<file path="src/rtl/edge_to_level_pkg.sv">
// Shared types for the edge_to_level block: the level-reconstruction FSM states.
package edge_to_level_pkg;

  typedef enum logic {
    ST_LOW  = 1'b0,
    ST_HIGH = 1'b1
  } state_t;

endpackage

</file>
<file path="src/rtl/sat_counter.sv">
// Saturating up-counter used to measure the high period: load-to-1, increment, sticky at all-ones.
module sat_counter #(
  parameter int CNT_W = 8
) (
  input  logic             clk,
  input  logic             rst,
  input  logic             load_one,
  input  logic             inc,
  output logic [CNT_W-1:0] count,
  output logic             sat
);

  localparam logic [CNT_W-1:0] CNT_MAX = {CNT_W{1'b1}};
  localparam logic [CNT_W-1:0] CNT_ONE = {{(CNT_W-1){1'b0}}, 1'b1};

  assign sat = (count == CNT_MAX);

  always_ff @(posedge clk or posedge rst) begin
    if (rst) begin
      count <= '0;
    end else if (load_one) begin
      count <= CNT_ONE;
    end else if (inc && !sat) begin
      count <= count + CNT_ONE;
    end else begin
      count <= count;
    end
  end

endmodule

</file>
<file path="src/rtl/edge_to_level.sv">
// Rebuilds a level from leading/trailing edge pulses, measures each high period
// and flags protocol violations (duplicate or simultaneous edges).
module edge_to_level
  import edge_to_level_pkg::*;
#(
  parameter int CNT_W = 8
) (
  input  logic             clk,
  input  logic             rst,
  input  logic             lead_pulse,
  input  logic             trail_pulse,
  output logic             level_out,
  output logic [CNT_W-1:0] width_out,
  output logic             width_valid,
  output logic             width_sat,
  output logic             err_dup_lead,
  output logic             err_dup_trail,
  output logic             err_both
);

  state_t           state;
  state_t           state_next;
  logic             load_one;
  logic             inc;
  logic [CNT_W-1:0] count;
  logic             cnt_sat;
  logic             valid_next;
  logic             dup_lead_next;
  logic             dup_trail_next;
  logic             both_next;

  sat_counter #(.CNT_W(CNT_W)) u_cnt (
    .clk      (clk),
    .rst      (rst),
    .load_one (load_one),
    .inc      (inc),
    .count    (count),
    .sat      (cnt_sat)
  );

  always_ff @(posedge clk or posedge rst) begin
    if (rst) begin
      state <= ST_LOW;
    end else begin
      state <= state_next;
    end
  end

  // Simultaneous edges are ambiguous: report them and treat the cycle as idle.
  always_comb begin
    state_next     = state;
    load_one       = 1'b0;
    inc            = 1'b0;
    valid_next     = 1'b0;
    dup_lead_next  = 1'b0;
    dup_trail_next = 1'b0;
    both_next      = 1'b0;
    if (lead_pulse && trail_pulse) begin
      both_next = 1'b1;
      inc       = (state == ST_HIGH);
    end else begin
      case (state)
        ST_LOW: begin
          if (lead_pulse) begin
            state_next = ST_HIGH;
            load_one   = 1'b1;
          end else if (trail_pulse) begin
            dup_trail_next = 1'b1;
          end else begin
            state_next = ST_LOW;
          end
        end
        ST_HIGH: begin
          if (trail_pulse) begin
            state_next = ST_LOW;
            valid_next = 1'b1;
          end else begin
            inc           = 1'b1;
            dup_lead_next = lead_pulse;
          end
        end
        default: begin
          state_next = ST_LOW;
        end
      endcase
    end
  end

  always_ff @(posedge clk or posedge rst) begin
    if (rst) begin
      level_out     <= 1'b0;
      width_out     <= '0;
      width_valid   <= 1'b0;
      width_sat     <= 1'b0;
      err_dup_lead  <= 1'b0;
      err_dup_trail <= 1'b0;
      err_both      <= 1'b0;
    end else begin
      level_out     <= (state_next == ST_HIGH);
      width_valid   <= valid_next;
      width_sat     <= valid_next & cnt_sat;
      err_dup_lead  <= dup_lead_next;
      err_dup_trail <= dup_trail_next;
      err_both      <= both_next;
      if (valid_next) begin
        width_out <= count;
      end else begin
        width_out <= width_out;
      end
    end
  end

endmodule

</file>
<file path="config.mk">
export PLATFORM = sky130hd
export DESIGN_NAME = edge_to_level
export DESIGN_NICKNAME = d
export VERILOG_FILES = /design/src/rtl/edge_to_level_pkg.sv /design/src/rtl/sat_counter.sv /design/src/rtl/edge_to_level.sv
export SDC_FILE = /design/constraint.sdc
export NUM_CORES = 1
export LEC_CHECK = 0
export BUFFER_PORTS_ARGS = -buffer_cell sky130_fd_sc_hd__buf_2
export CAP_MARGIN = 0
export CORE_UTILIZATION = 60
export CTS_BUF_LIST = sky130_fd_sc_hd__clkbuf_8
export DETAILED_ROUTE_END_ITERATION = 10
export PLACE_DENSITY = 0.9
export SLEW_MARGIN = 10
export SYNTH_ARGS = -nofsm -noshare
export SYNTH_HDL_FRONTEND = slang
export SYNTH_SLANG_ARGS = --single-unit
</file>
<file path="constraint.sdc">
create_clock -name clk -period 3.5 [get_ports clk]
set_clock_uncertainty 0.15 [all_clocks]
set_input_delay 0.35 -clock clk [delete_from_list [all_inputs] [get_ports clk]]
set_output_delay 0.35 -clock clk [all_outputs]
set_load 0.005 [all_outputs]
</file>
==> impl_metrics.tcl <==
set metrics [dict create \
    status "complete, no violations" \
    grt_pass1_wl_mm 2.877 \
    clockRootBuffer "clkbuf_8" \
    crit_path_cell_trace "ha_1 > and2_2 > nand4_1 > nor3_1 > mux2i_1" \
    fillers 114 \
    required_ns 3.53 \
    slew_headroom 0.4624 \
    cts_setup_buffers 0 \
    stdcell_count 120 \
    final_common_cell "dfrtp_1" \
    min_period_over_period 0.4907 \
    die_y_microns 42.07 \
    reg2regPathDepth 5 \
    gp_congestion 0.8207 \
    firstDrtPassIters 4 \
    busiest_layer "met2" \
    worstPathMaxFanout 5 \
    critPathKind "reg -> reg" \
    use_met3 0.02586 \
    multi_input_area_sq_um 362.8 \
    antenna_found_initial 0 \
    yosysTopAreaCell "dfrtp_1" \
    critPathArrivalTime_ns 1.74 \
    area_delta_synth_final_pct 12.34 \
    leakage_nw 0.5429 \
    use_met2 0.3688 \
    drive_gt1_frac 0.2692 \
    synth_nets 92 \
    grt_pass1_vias 667 \
    dieArea_sq_um 1770 \
    hold_class "in -> async" \
    tritoncts "built" \
    core_sq_um 1506 \
    cts_buffer_depth 2 \
    ys_ff_latch 22 \
    syn_inst 87 \
    critPathMaxStageDelay_ns 0.40 \
    met1_usage 0.2749 \
    rsz0062_at_grt "false" \
    hold_buffers 0 \
    cap_violations 0 \
    vias 722 \
    end_kind "flip-flop" \
    synth_cell_type_count 27 \
    tns_ns 0 \
    synth_area_leaders "dfrtp_1, mux2_2, mux2i_1" \
    start_util 0.6395 \
    ff_latch_area_sq_um 550.5 \
    ys_warn_count 0 \
    drc 0 \
    syn_area_sq_um 963.4 \
    reg2reg_to "u_cnt.count[6]" \
    insertion_delay_ns 0.25 \
    placed_cells 117 \
    final_cell_mix "dfrtp_1, buf_2" \
    powerDensity_nw_per_um2 604.0 \
    cts_num_sinks 22 \
    die-width_microns 42.07 \
    hpwl_mm 1.229 \
    wirelength_mm 1.777 \
    setup_violations 0 \
    ant_nets 0 \
    antenna_cells 0 \
    slew_viol_final 0 \
    row_count 14 \
    grt.overflow.total 0 \
    nets 111 \
    report.final.hold_viol_count 0 \
    synth.avg_cell_area_sq_um 11.07 \
    crit_slowest_cell "dfrtp_1" \
    path_clk_slew_ns 0.07 \
    drtIter0Drc 32 \
    cts_made_buffers 3 \
    cp-startpoint "u_cnt.count[0]" \
    ios 18 \
    reg2reg_from "u_cnt.count[0]" \
    cts_resized 0 \
    wl_per_cell_microns 14.81 \
    period_minus_slack_ns 1.717 \
    portBuffers 17 \
    worst_slew_pin_slew_ns 0.8055 \
    critPathCapture "u_cnt.count[6]" \
    htreeDepth 1 \
    start_kind "flip-flop" \
    routed_via_density 6.017 \
    ir_worst_vdd_mv 0.4191 \
    grt_start_max_net_pins 23 \
    holdWs_ns 0.09354 \
    grt_use_total 0.2177 \
    fmax_mhz 582.3 \
    synth_top_area_share 0.5714 \
    r2r_slack_ns 1.78 \
    synth_seq_area_share 0.5714 \
]
metrics by stage:
step	total power, mW	utilization	setup WS [ns]	area [sq um]
after global routing	0.6882	0.7184	1.678	1082
after floorplan	0.4522	-	2.009	963.4
after global placement	0.4962	0.6910	1.852	1041
after detailed placement	0.5119	0.6910	1.776	1041
final	0.6538	0.7184	1.783	1082
after CTS	0.6592	0.7184	1.787	1082
worst min path at each step:
stage	startpoint	to	depth (start not counted)
after floorplan	rst	err_both	1
after global placement	width_out[5]	width_out[5]	2
after detailed placement	width_out[5]	width_out[5]	2
after CTS	rst	err_both	2
after global routing	rst	err_both	2
final	rst	err_both	2
metal layers:
layer	up-vias	wire [microns]
met5	-	0
met4	0	23
met3	4	96
met2	32	915
met1	344	742
li1	342	-
logic make-up after synthesis:
kind of cell / after synthesis / synth area share
compound gates: 13 / 0.07922
fa+ha+maj: 1 / 0.01298
buf+inv: 9 / 0.05194
flops: 22 / 0.5714
mux: 9 / 0.1013
simple gates: 33 / 0.1831
registers in the layout, summed over array words and instances, names as in the netlist:
register	cells
err_both	1
err_dup_lead	1
err_dup_trail	1
level_out	1
u_cnt.count	8
width_out	8
width_sat	1
width_valid	1
final cells by class:
cell class | count | area share
inverter | 6 | 0.02081
tap | 16 | 0.01850
multi-input combinational | 56 | 0.3353
sequential | 22 | 0.5087
clock buffer | 3 | 0.03815
timing repair buffer | 17 | 0.07861
Yosys cell counts:
| cell type | n |
|---|---|
| ha_1 | 1 |
| o211ai_1 | 1 |
| o311ai_0 | 1 |
| nor3b_1 | 1 |
| nor2_1 | 5 |
| nand3_1 | 6 |
| nand2b_1 | 1 |
| and4_1 | 1 |
| nand3_2 | 1 |
| and2_2 | 1 |
| o21ai_0 | 5 |
| a31oi_1 | 1 |
| and3_1 | 1 |
| buf_2 | 1 |
| o41ai_1 | 1 |
| and2_1 | 1 |
| nand2_1 | 6 |
| or3_1 | 3 |
| o21ai_1 | 1 |
| a21oi_1 | 3 |
| nand4_1 | 3 |
| nor3_1 | 3 |
| inv_1 | 6 |
| buf_6 | 2 |
| mux2i_1 | 3 |
| mux2_2 | 6 |
| dfrtp_1 | 22 |
where the power goes:
part	switching [mW]	total, mW	internal [mW]
combinational	0.0771	0.150	0.0727
clock	0.0694	0.146	0.0765
sequential	0.0495	0.358	0.309
critical path: cells and delay by family (launching register included):
family | cells | cell delay [ns]
fa+ha+maj | 1 | 0.21
flops | 1 | 0.40
mux | 1 | 0.21
simple gates | 3 | 0.67
Power figures use the tool's default switching activity.
